$ cat config.mk
export PLATFORM = sky130hd
export DESIGN_NAME = serial_comm_pkt
export DESIGN_NICKNAME = d
export VERILOG_FILES = /design/src/rtl/serial_comm_pkt.sv
export SDC_FILE = /design/constraint.sdc
export NUM_CORES = 1
export LEC_CHECK = 0
export ABC_AREA = 1
export CORE_ASPECT_RATIO = 1.5
export CORE_MARGIN = 2
export CORE_UTILIZATION = 45
export DETAILED_ROUTE_END_ITERATION = 8
export PLACE_DENSITY_LB_ADDON = 0.1
export SLEW_MARGIN = 25
export SYNTH_ARGS = -nofsm -noshare
export SYNTH_HDL_FRONTEND = slang
export SYNTH_SLANG_ARGS = --single-unit
export TNS_END_PERCENT = 100
$ cat constraint.sdc
create_clock -name clk -period 2.1 [get_ports clk]
set_input_delay 0.21 -clock clk [delete_from_list [all_inputs] [get_ports clk]]
set_output_delay 0.21 -clock clk [all_outputs]
set_load 0.02 [all_outputs]
$ cat src/rtl/serial_comm_pkt.sv
// serial_comm_pkt
// Full-duplex 8N1 serial command/response port. Received bytes (MSB byte
// first) are assembled into a CMD_BYTES-wide command word; a trmt pulse sends
// a RESP_BYTES-wide response word, MSB byte first, each byte LSB first.
// A partial command is dropped after TIMEOUT_BITS idle bit-times.
//
// Optional feature: define SERIAL_COMM_PKT_CHECKSUM_EN to append/verify a
// checksum byte (bitwise NOT of the mod-256 payload sum) in both directions.
//
// Ports:
//   clk      system clock
//   rst_n    synchronous active-low reset
//   RX       asynchronous serial input, idle high
//   TX       registered serial output, idle high
//   cmd      last complete command, first received byte in the MSBs
//   cmd_rdy  one-cycle pulse when cmd updates
//   cmd_err  one-cycle pulse on checksum mismatch (0 without the feature)
//   frm_err  one-cycle pulse when a stop bit is sampled low
//   tx_data  response word, MSB byte sent first
//   trmt     one-cycle pulse starting a response (accepted only when idle)
//   tx_busy  high while a response is being sent
//   tx_done  one-cycle pulse when the response completes
module serial_comm_pkt #(
  parameter int CMD_BYTES    = 3,
  parameter int RESP_BYTES   = 2,
  parameter int BAUD_DIV     = 2604,
  parameter int TIMEOUT_BITS = 20
) (
  input  logic                    clk,
  input  logic                    rst_n,
  input  logic                    RX,
  output logic                    TX,
  output logic [8*CMD_BYTES-1:0]  cmd,
  output logic                    cmd_rdy,
  output logic                    cmd_err,
  output logic                    frm_err,
  input  logic [8*RESP_BYTES-1:0] tx_data,
  input  logic                    trmt,
  output logic                    tx_busy,
  output logic                    tx_done
);

`ifdef SERIAL_COMM_PKT_CHECKSUM_EN
  localparam int CS_BYTES = 1;
`else
  localparam int CS_BYTES = 0;
`endif

  localparam int RX_TOTAL = CMD_BYTES + CS_BYTES;
  localparam int TX_TOTAL = RESP_BYTES + CS_BYTES;
  localparam int BCW      = $clog2(BAUD_DIV);
  localparam int RBW      = $clog2(RX_TOTAL + 1);
  localparam int TBW      = $clog2(TX_TOTAL + 1);
  localparam int TO_LIMIT = TIMEOUT_BITS * BAUD_DIV;
  localparam int TOW      = $clog2(TO_LIMIT + 1);

  localparam logic [BCW-1:0] BAUD_LAST = BCW'(BAUD_DIV - 1);
  localparam logic [BCW-1:0] BAUD_HALF = BCW'(BAUD_DIV / 2 - 1);
  localparam logic [RBW-1:0] RX_LAST   = RBW'(RX_TOTAL - 1);
  localparam logic [TOW-1:0] TO_LAST   = TOW'(TO_LIMIT - 1);

  typedef enum logic [1:0] {RX_IDLE, RX_START, RX_DATA, RX_STOP} rx_state_t;
  typedef enum logic [1:0] {TX_IDLE, TX_START, TX_DATA, TX_STOP} tx_state_t;

  // ---------------------------------------------------------------- RX path
  rx_state_t              rx_state, rx_next;
  logic                   rx_meta, rx_sync, rx_prev;
  logic                   rx_fall, rx_tick, stop_tick, byte_ok, byte_bad;
  logic [BCW-1:0]         rx_cnt;
  logic [2:0]             rx_bit;
  logic [7:0]             rx_shift;
  logic [RBW-1:0]         rx_bytes;
  logic [TOW-1:0]         to_cnt;
  logic [8*CMD_BYTES-1:0] asm_reg;
  logic [8*CMD_BYTES+7:0] asm_wide;

  // Synchronizer flops preset high so reset never looks like a start bit.
  always_ff @(posedge clk) begin
    if (!rst_n) begin
      rx_meta <= 1'b1;
      rx_sync <= 1'b1;
      rx_prev <= 1'b1;
    end else begin
      rx_meta <= RX;
      rx_sync <= rx_meta;
      rx_prev <= rx_sync;
    end
  end

  assign rx_fall   = rx_prev & ~rx_sync;
  assign rx_tick   = ((rx_state == RX_START) && (rx_cnt == BAUD_HALF)) ||
                     ((rx_state == RX_DATA || rx_state == RX_STOP) && (rx_cnt == BAUD_LAST));
  assign stop_tick = (rx_state == RX_STOP) && (rx_cnt == BAUD_LAST);
  assign byte_ok   = stop_tick & rx_sync;
  assign byte_bad  = stop_tick & ~rx_sync;
  // Concatenate then truncate so a single-byte command needs no special case.
  assign asm_wide  = {asm_reg, rx_shift};

  always_ff @(posedge clk) begin
    if (!rst_n) rx_state <= RX_IDLE;
    else        rx_state <= rx_next;
  end

  always_comb begin
    rx_next = rx_state;
    case (rx_state)
      RX_IDLE:  if (rx_fall) rx_next = RX_START;
      RX_START: if (rx_tick) rx_next = rx_sync ? RX_IDLE : RX_DATA;
      RX_DATA:  if (rx_tick && rx_bit == 3'd7) rx_next = RX_STOP;
      RX_STOP:  if (rx_tick) rx_next = RX_IDLE;
      default:  rx_next = RX_IDLE;
    endcase
  end

  // Bit timing: the counter restarts at every sample point so later samples
  // land BAUD_DIV apart, centred on each bit.
  always_ff @(posedge clk) begin
    if (!rst_n) begin
      rx_cnt   <= '0;
      rx_bit   <= '0;
      rx_shift <= '0;
    end else begin
      if (rx_state == RX_IDLE || rx_tick) rx_cnt <= '0;
      else                                rx_cnt <= rx_cnt + BCW'(1);
      if (rx_state == RX_START)           rx_bit <= '0;
      else if (rx_state == RX_DATA && rx_tick) rx_bit <= rx_bit + 3'd1;
      if (rx_state == RX_DATA && rx_tick) rx_shift <= {rx_sync, rx_shift[7:1]};
    end
  end

`ifdef SERIAL_COMM_PKT_CHECKSUM_EN
  logic [7:0] rx_sum;
  logic       cmd_err_q;
  assign cmd_err = cmd_err_q;
`else
  assign cmd_err = 1'b0;
`endif

  // Command assembly, completion and inter-byte timeout.
  always_ff @(posedge clk) begin
    if (!rst_n) begin
      rx_bytes  <= '0;
      asm_reg   <= '0;
      cmd       <= '0;
      cmd_rdy   <= 1'b0;
      frm_err   <= 1'b0;
      to_cnt    <= '0;
`ifdef SERIAL_COMM_PKT_CHECKSUM_EN
      rx_sum    <= '0;
      cmd_err_q <= 1'b0;
`endif
    end else begin
      cmd_rdy <= 1'b0;
      frm_err <= 1'b0;
`ifdef SERIAL_COMM_PKT_CHECKSUM_EN
      cmd_err_q <= 1'b0;
`endif
      if (byte_bad) begin
        frm_err  <= 1'b1;
        rx_bytes <= '0;
      end else if (byte_ok) begin
        if (rx_bytes == RX_LAST) begin
          rx_bytes <= '0;
`ifdef SERIAL_COMM_PKT_CHECKSUM_EN
          if (rx_shift == ~rx_sum) begin
            cmd     <= asm_reg;
            cmd_rdy <= 1'b1;
          end else begin
            cmd_err_q <= 1'b1;
          end
`else
          cmd     <= asm_wide[8*CMD_BYTES-1:0];
          cmd_rdy <= 1'b1;
`endif
        end else begin
          rx_bytes <= rx_bytes + RBW'(1);
          asm_reg  <= asm_wide[8*CMD_BYTES-1:0];
`ifdef SERIAL_COMM_PKT_CHECKSUM_EN
          // The first byte of a command restarts the running sum.
          rx_sum   <= (rx_bytes == '0) ? rx_shift : rx_sum + rx_shift;
`endif
        end
      end else if (to_cnt == TO_LAST) begin
        rx_bytes <= '0;
      end
      // Only idle time inside a partial command counts toward the timeout.
      if (rx_state != RX_IDLE || rx_bytes == '0 || to_cnt == TO_LAST) to_cnt <= '0;
      else                                                            to_cnt <= to_cnt + TOW'(1);
    end
  end

  // ---------------------------------------------------------------- TX path
  tx_state_t              tx_state, tx_next;
  logic [BCW-1:0]         tx_cnt;
  logic [2:0]             tx_bit;
  logic [TBW-1:0]         tx_bytes;
  logic [8*TX_TOTAL-1:0]  tx_buf, tx_load;
  logic [7:0]             tx_cur;
  logic                   tx_tick;

`ifdef SERIAL_COMM_PKT_CHECKSUM_EN
  logic [7:0] tx_sum;
  always_comb begin
    tx_sum = '0;
    for (int i = 0; i < RESP_BYTES; i++) tx_sum = tx_sum + tx_data[8*i +: 8];
  end
  assign tx_load = {tx_data, ~tx_sum};
`else
  assign tx_load = tx_data;
`endif

  assign tx_cur  = tx_buf[8*TX_TOTAL-1 -: 8];
  assign tx_tick = (tx_state != TX_IDLE) && (tx_cnt == BAUD_LAST);

  always_ff @(posedge clk) begin
    if (!rst_n) tx_state <= TX_IDLE;
    else        tx_state <= tx_next;
  end

  always_comb begin
    tx_next = tx_state;
    case (tx_state)
      TX_IDLE:  if (trmt) tx_next = TX_START;
      TX_START: if (tx_tick) tx_next = TX_DATA;
      TX_DATA:  if (tx_tick && tx_bit == 3'd7) tx_next = TX_STOP;
      TX_STOP:  if (tx_tick) tx_next = (tx_bytes == TBW'(1)) ? TX_IDLE : TX_START;
      default:  tx_next = TX_IDLE;
    endcase
  end

  // TX is registered and always carries the level of the state being entered,
  // so bytes chain back-to-back and the line is high whenever the FSM idles.
  always_ff @(posedge clk) begin
    if (!rst_n) begin
      TX       <= 1'b1;
      tx_busy  <= 1'b0;
      tx_done  <= 1'b0;
      tx_cnt   <= '0;
      tx_bit   <= '0;
      tx_bytes <= '0;
      tx_buf   <= '0;
    end else begin
      tx_done <= 1'b0;
      if (tx_state == TX_IDLE || tx_tick) tx_cnt <= '0;
      else                                tx_cnt <= tx_cnt + BCW'(1);
      case (tx_state)
        TX_IDLE: begin
          TX <= 1'b1;
          if (trmt) begin
            tx_buf   <= tx_load;
            tx_bytes <= TBW'(TX_TOTAL);
            tx_busy  <= 1'b1;
            TX       <= 1'b0;
          end
        end
        TX_START: if (tx_tick) begin
          TX     <= tx_cur[0];
          tx_bit <= '0;
        end
        TX_DATA: if (tx_tick) begin
          TX     <= (tx_bit == 3'd7) ? 1'b1 : tx_cur[tx_bit + 3'd1];
          tx_bit <= tx_bit + 3'd1;
        end
        TX_STOP: if (tx_tick) begin
          if (tx_bytes == TBW'(1)) begin
            tx_busy <= 1'b0;
            tx_done <= 1'b1;
            TX      <= 1'b1;
          end else begin
            tx_bytes <= tx_bytes - TBW'(1);
            tx_buf   <= tx_buf << 8;
            TX       <= 1'b0;
          end
        end
        default: TX <= 1'b1;
      endcase
    end
  end

endmodule

# ---- After elaboration in Yosys (flattened, before gate mapping)
# Index checks and enable logic that the tools add are counted.
dict set report classes {
  add_sub_neg 7
  magnitude_cmp 1
  eq_ne 25
  n_mux 41
  bitwise_logic 8
  reduce_logical 36
}
# operator n
set op_table {}
lappend op_table {{$mux 16} 3}
lappend op_table {{$pmux 16 s2} 1}
lappend op_table {{$mux 2} 15}
lappend op_table {{$add 12x1->12 const B} 2}
lappend op_table {{$eq 12x12->1 const B} 2}
lappend op_table {{$ne 2x2->1 const B} 10}
lappend op_table {{$add 16x1->16 const B} 1}
lappend op_table {{$eq 16x16->1 const B} 1}
lappend op_table {{$pmux 2 s4} 2}
lappend op_table {{$reduce_and 4->1} 4}
lappend op_table {{$reduce_and 3->1} 5}
lappend op_table {{$mux 1} 13}
lappend op_table {{$eq 12x11->1 const B} 1}
lappend op_table {{$eq 2x2->1 const B} 5}
lappend op_table {{$reduce_bool 2->1} 5}
lappend op_table {{$reduce_or 2->1} 5}
lappend op_table {{$logic_and 1x1->1} 7}
lappend op_table {{$add 3x1->3 const B} 2}
lappend op_table {{$eq 2x1->1 const B} 3}
lappend op_table {{$eq 3x3->1 const B} 2}
lappend op_table {{$logic_not 2->1} 3}
lappend op_table {{$logic_or 1x1->1} 6}
lappend op_table {{$mux 3} 2}
lappend op_table {{$pmux 3 s2} 1}
lappend op_table {{other kinds (11)} 17}
dict set report word_totals {
  regBits 126
  input_bits 20
}

# ---- Depth between registers and ports, before layout
dict set report logic_depth {
  word_depth 7
  ltp_mapped 11
  mapped_depth_nobuf 10
}

# ---- Worst setup path before layout
# Ideal clock, no wire load.
dict set report synth_path {
  kind {reg2reg}
  startpoint {register tx_state[0]}
  endpoint {register tx_buf[5]}
  setup_time_ps 128
  arrival_ps 1476
  required_time_ps 1972
  setup_slack_ps 496
  stages_incl_launch_ff 11
  path_buffers 2
  cell_sequence {dfxtp_1 -> inv_1 -> ha_1 -> inv_1 -> or2_2 -> clkbuf_1 -> nand3_4 -> buf_6 -> nand2_1 -> nand2_1 -> nor2_1}
}
dict set report synth_via {
  elab_chain_cells 4
  word_cells_on_any_way 10
  classes_between {eq/ne (4); mux (1); reduce/logical (5)}
}
# element line
set synth_rtl {}
lappend synth_rtl {{start: declaration} 193} ;# tx_state_t tx_state, tx_next;
lappend synth_rtl {{start signal: assignment} 217} ;# else tx_state <= tx_next;
lappend synth_rtl {{$reduce_bool 2->1} 213} ;# assign tx_tick = (tx_state != TX_IDLE) && (tx_cnt == BAUD_LAST);
lappend synth_rtl {{$logic_and 1x1->1} 213}
lappend synth_rtl {{$ne 2x2->1 (no line)} n/a}
lappend synth_rtl {{$reduce_and 4->1 (no line)} n/a}
lappend synth_rtl {{end signal: assignment} 250} ;# tx_buf <= tx_load;
lappend synth_rtl {{end signal: assignment} 271} ;# tx_buf <= tx_buf << 8;
lappend synth_rtl {{end: declaration} 197} ;# logic [8*TX_TOTAL-1:0] tx_buf, tx_load;
# Parallel ways exist; a longest one is shown, timed or not.
# A chain may end at the register's enable or synchronous reset.

# ---- Worst setup path after layout
# Same ends and word-level chain as after synthesis.

==> metrics.csv <==
stage,metric,value,unit
sta,final worst slack,0.263,ns
cts,"Clk pin slew, worst setup/hold paths",0.06,ns
die,# IOs,50,
yosys,syn_area_per_cell,7.23,µm²
placement,hpwl dp,8.92,mm
power_and_ir_drop,Pwr Density,915,nW/µm²
placement,GP Congestion,0.784,
power_and_ir_drop,Combinational Power Share,0.175,
die,Die Ht,144,µm
yosys,"area leader, netlist",dfxtp_1,
yosys,top post-synthesis cells by area,"dfxtp_1 (43%), nand2_1 (10%), nor2_1 (8.1%)",
cts,CTS Root Cell,clkbuf_16,
cells_and_area,P&R area growth vs syn,18.4,%
yosys,sequential area share after synthesis,0.429,
cts,clock sink count,126,
global_routing,antenna violations before repair,0,
die,Initial Util,0.456,
setup_path,CP Class,flip-flop to flip-flop,
global_routing,largest net degree at the start of global routing,46,
yosys,Main synth FF type,dfxtp_1,
min_path,Min-Delay Path Class,input port to flip-flop,
setup_path,CP required,2.39,ns
sta,setup TNS,0,ns
setup_path,crit start category,flip-flop,
power_and_ir_drop,Final Total Pwr,6.37,mW
sta,Final Skew,0.00894,ns
cells_and_area,Largest register FFs,24,
die,total core area,12900,µm²
power_and_ir_drop,switching pwr,1.88,mW
routing,Avg WL per Cell,12.2,µm
die,die area,14000,µm²
cells_and_area,share of layout cells above drive strength 1,0.0884,
sta,Max Slew Vio Count,0,
die,Rows,51,
cells_and_area,Nets,893,
cts,TritonCTS Buffers,17,
setup_path,critical-path maximum fanout,25,
routing,final WL,12.5,mm
routing,vias per cell,5.07,
routing,drc violations,0,
cells_and_area,fin util,0.540,
setup_path,CP Data Arrival Time,2.12,ns
power_and_ir_drop,Leak,2.66,nW
cts,CTS HTree Levels,4,
power_and_ir_drop,Int Pwr,4.49,mW
yosys,Synth Instances,814,
cts,Resize count post-CTS,0,
cts,TritonCTS clock tree,done,
cts,"Setup Fix Bufs, Post-CTS",0,
yosys,syn nets,848,
yosys,Netlist cell types,40,
power_and_ir_drop,Max IR drop VDD,0.691,mV
power_and_ir_drop,Sw Ratio,0.295,
cts,Worst-Skew Late Latency,0.41,ns
die,Die W,97.4,µm
cts,CTS Hold Bufs,0,
power_and_ir_drop,Sequential Power Share,0.421,
cells_and_area,largest reg by FF count,cmd,
global_routing,All-Layer GR Usage,0.187,
power_and_ir_drop,Clk pwr share,0.404,
yosys,Syn. warnings,0,
global_routing,vias in the first global route,5014,
yosys,number of synthesized register bits,126,
sta,"Hold Vio Cnt, Final",0,
yosys,Synth async-reset ratio,0,
sta,Slew Limit Headroom,0.655,
cts,CTS Buffer Depth,2,
yosys,synthesized area,5880,µm²
routing,Post-DRT Antenna Nets,0,
sta,Setup-failing EPs final,0,
setup_path,CP endpoint kind,flip-flop,
cells_and_area,filler instances,1258,
global_routing,GRT overflow,0,
yosys,number of flops mapped to enable cells by yosys,0,
yosys,Yosys top cell area share,0.429,
sta,Final period util,0.875,
routing,DR pass1 iterations,4,
routing,Vias,5226,
job,maxcap violations,0,
routing,DRT iter0 DRCs,200,
sta,min cycle time layout,1.84,ns
global_routing,first-pass GRT wire length,21.7,mm
placement,IO Port Bufs,48,
status,outcome,finished clean,
sta,setup repair after global routing missed its margin,no,
placement,DP Worst Slack,0.256,ns
sta,Max Fclk,544,MHz
sta,Worst-Margin Slew,0.516,ns
cells_and_area,diodes inserted,0,
## final timing paths
path / end / startpoint / cells past startpoint / slack [ns]
worst max-delay path: tx_buf[5]$_SDFFE_PN0P_ / tx_state[0]$_SDFFE_PN0P_ / 8 / 0.26
worst min-delay path: tx_buf[13]$_SDFFE_PN0P_ / rst_n / 4 / 0.33
worst max register to register: tx_buf[5]$_SDFFE_PN0P_ / tx_state[0]$_SDFFE_PN0P_ / 8 / 0.26
worst min register to register: rx_sync$_SDFF_PN1_ / rx_meta$_SDFF_PN1_ / 1 / 0.42
## per-layer routing
| metal | up-vias | GRT usage | share of wire |
|---|---|---|---|
| met5 | - | 0 | 0 |
| met4 | 0 | 0.0782 | 0.022 |
| met3 | 23 | 0.0406 | 0.028 |
| met2 | 81 | 0.355 | 0.53 |
| met1 | 2387 | 0.199 | 0.42 |
| li1 | 2735 | - | - |
## worst max-delay path: stages (launching register included)
cell	delay [ns]
dfxtp_1	0.34
inv_1	0.16
ha_1	0.23
inv_1	0.09
or2_2	0.42
nand3_4	0.28
nand2_1	0.10
nand2_1	0.07
nor2_1	0.04
## final cells by class
type / count / area (µm²) / area share
clock buffers: 17 / 425 / 0.0611
clock inverters: 14 / 97.6 / 0.0140
inverters: 84 / 315 / 0.0453
multi-input cells: 567 / 2800 / 0.403
flip-flops and latches: 126 / 2520 / 0.362
well taps: 159 / 199 / 0.0286
repair buffers: 63 / 601 / 0.0863
## power by group through the flow
stage,sequential (mW),combinational (mW),clock (mW)
6_report,2.68,1.11,2.58
3_5_place_dp,2.73,1.12,0
2_1_floorplan,2.72,0.900,0
3_3_place_gp,2.72,1.08,0
5_1_grt,2.70,1.30,2.76
4_1_cts,2.68,1.12,2.64
## placed cells by master, fill, tap and decap left out, drive strengths merged, types with 14 or more instances in the layout
cell,instances
nand3,43
nor3,23
buf,16
clkbuf,17
ha,14
a21oi,74
clkdlybuf4s50,47
nand2,160
inv,86
dfxtp,126
nand4,35
nor2,135
o21ai,54
## Yosys cell counts, types with 6 or more instances
cell type and instances:
nand4_1 33, dfxtp_1 126, nand2_1 158, o21ai_0 25
a21oi_1 74, nor3_1 21, clkbuf_1 12, inv_2 7
o21ai_1 29, nor2_1 127, nand3_1 40, inv_1 77
ha_1 14, or2_2 6, buf_2 13
## per-stage QoR
step / hold WS (ns) / instances / area [µm²]
floorplan: 0.317 / 814 / 5880
global placement: 0.400 / 999 / 6440
detailed placement: 0.406 / 999 / 6440
CTS: 0.313 / 1030 / 6960
global route: 0.320 / 1030 / 6960
finish: 0.329 / 1030 / 6960
## cell families after synthesis
group,Yosys count,share of synthesized area
AOI/OAI and AO/OA,133,0.115
buffers and inverters,121,0.0947
xor gates and xnor gates,7,0.0104
adders and majority gates,14,0.0298
other,1,0.000638
and+or+nand+nor,412,0.321
DFF,126,0.429
No activity file was read; power rests on OpenSTA's default activity.
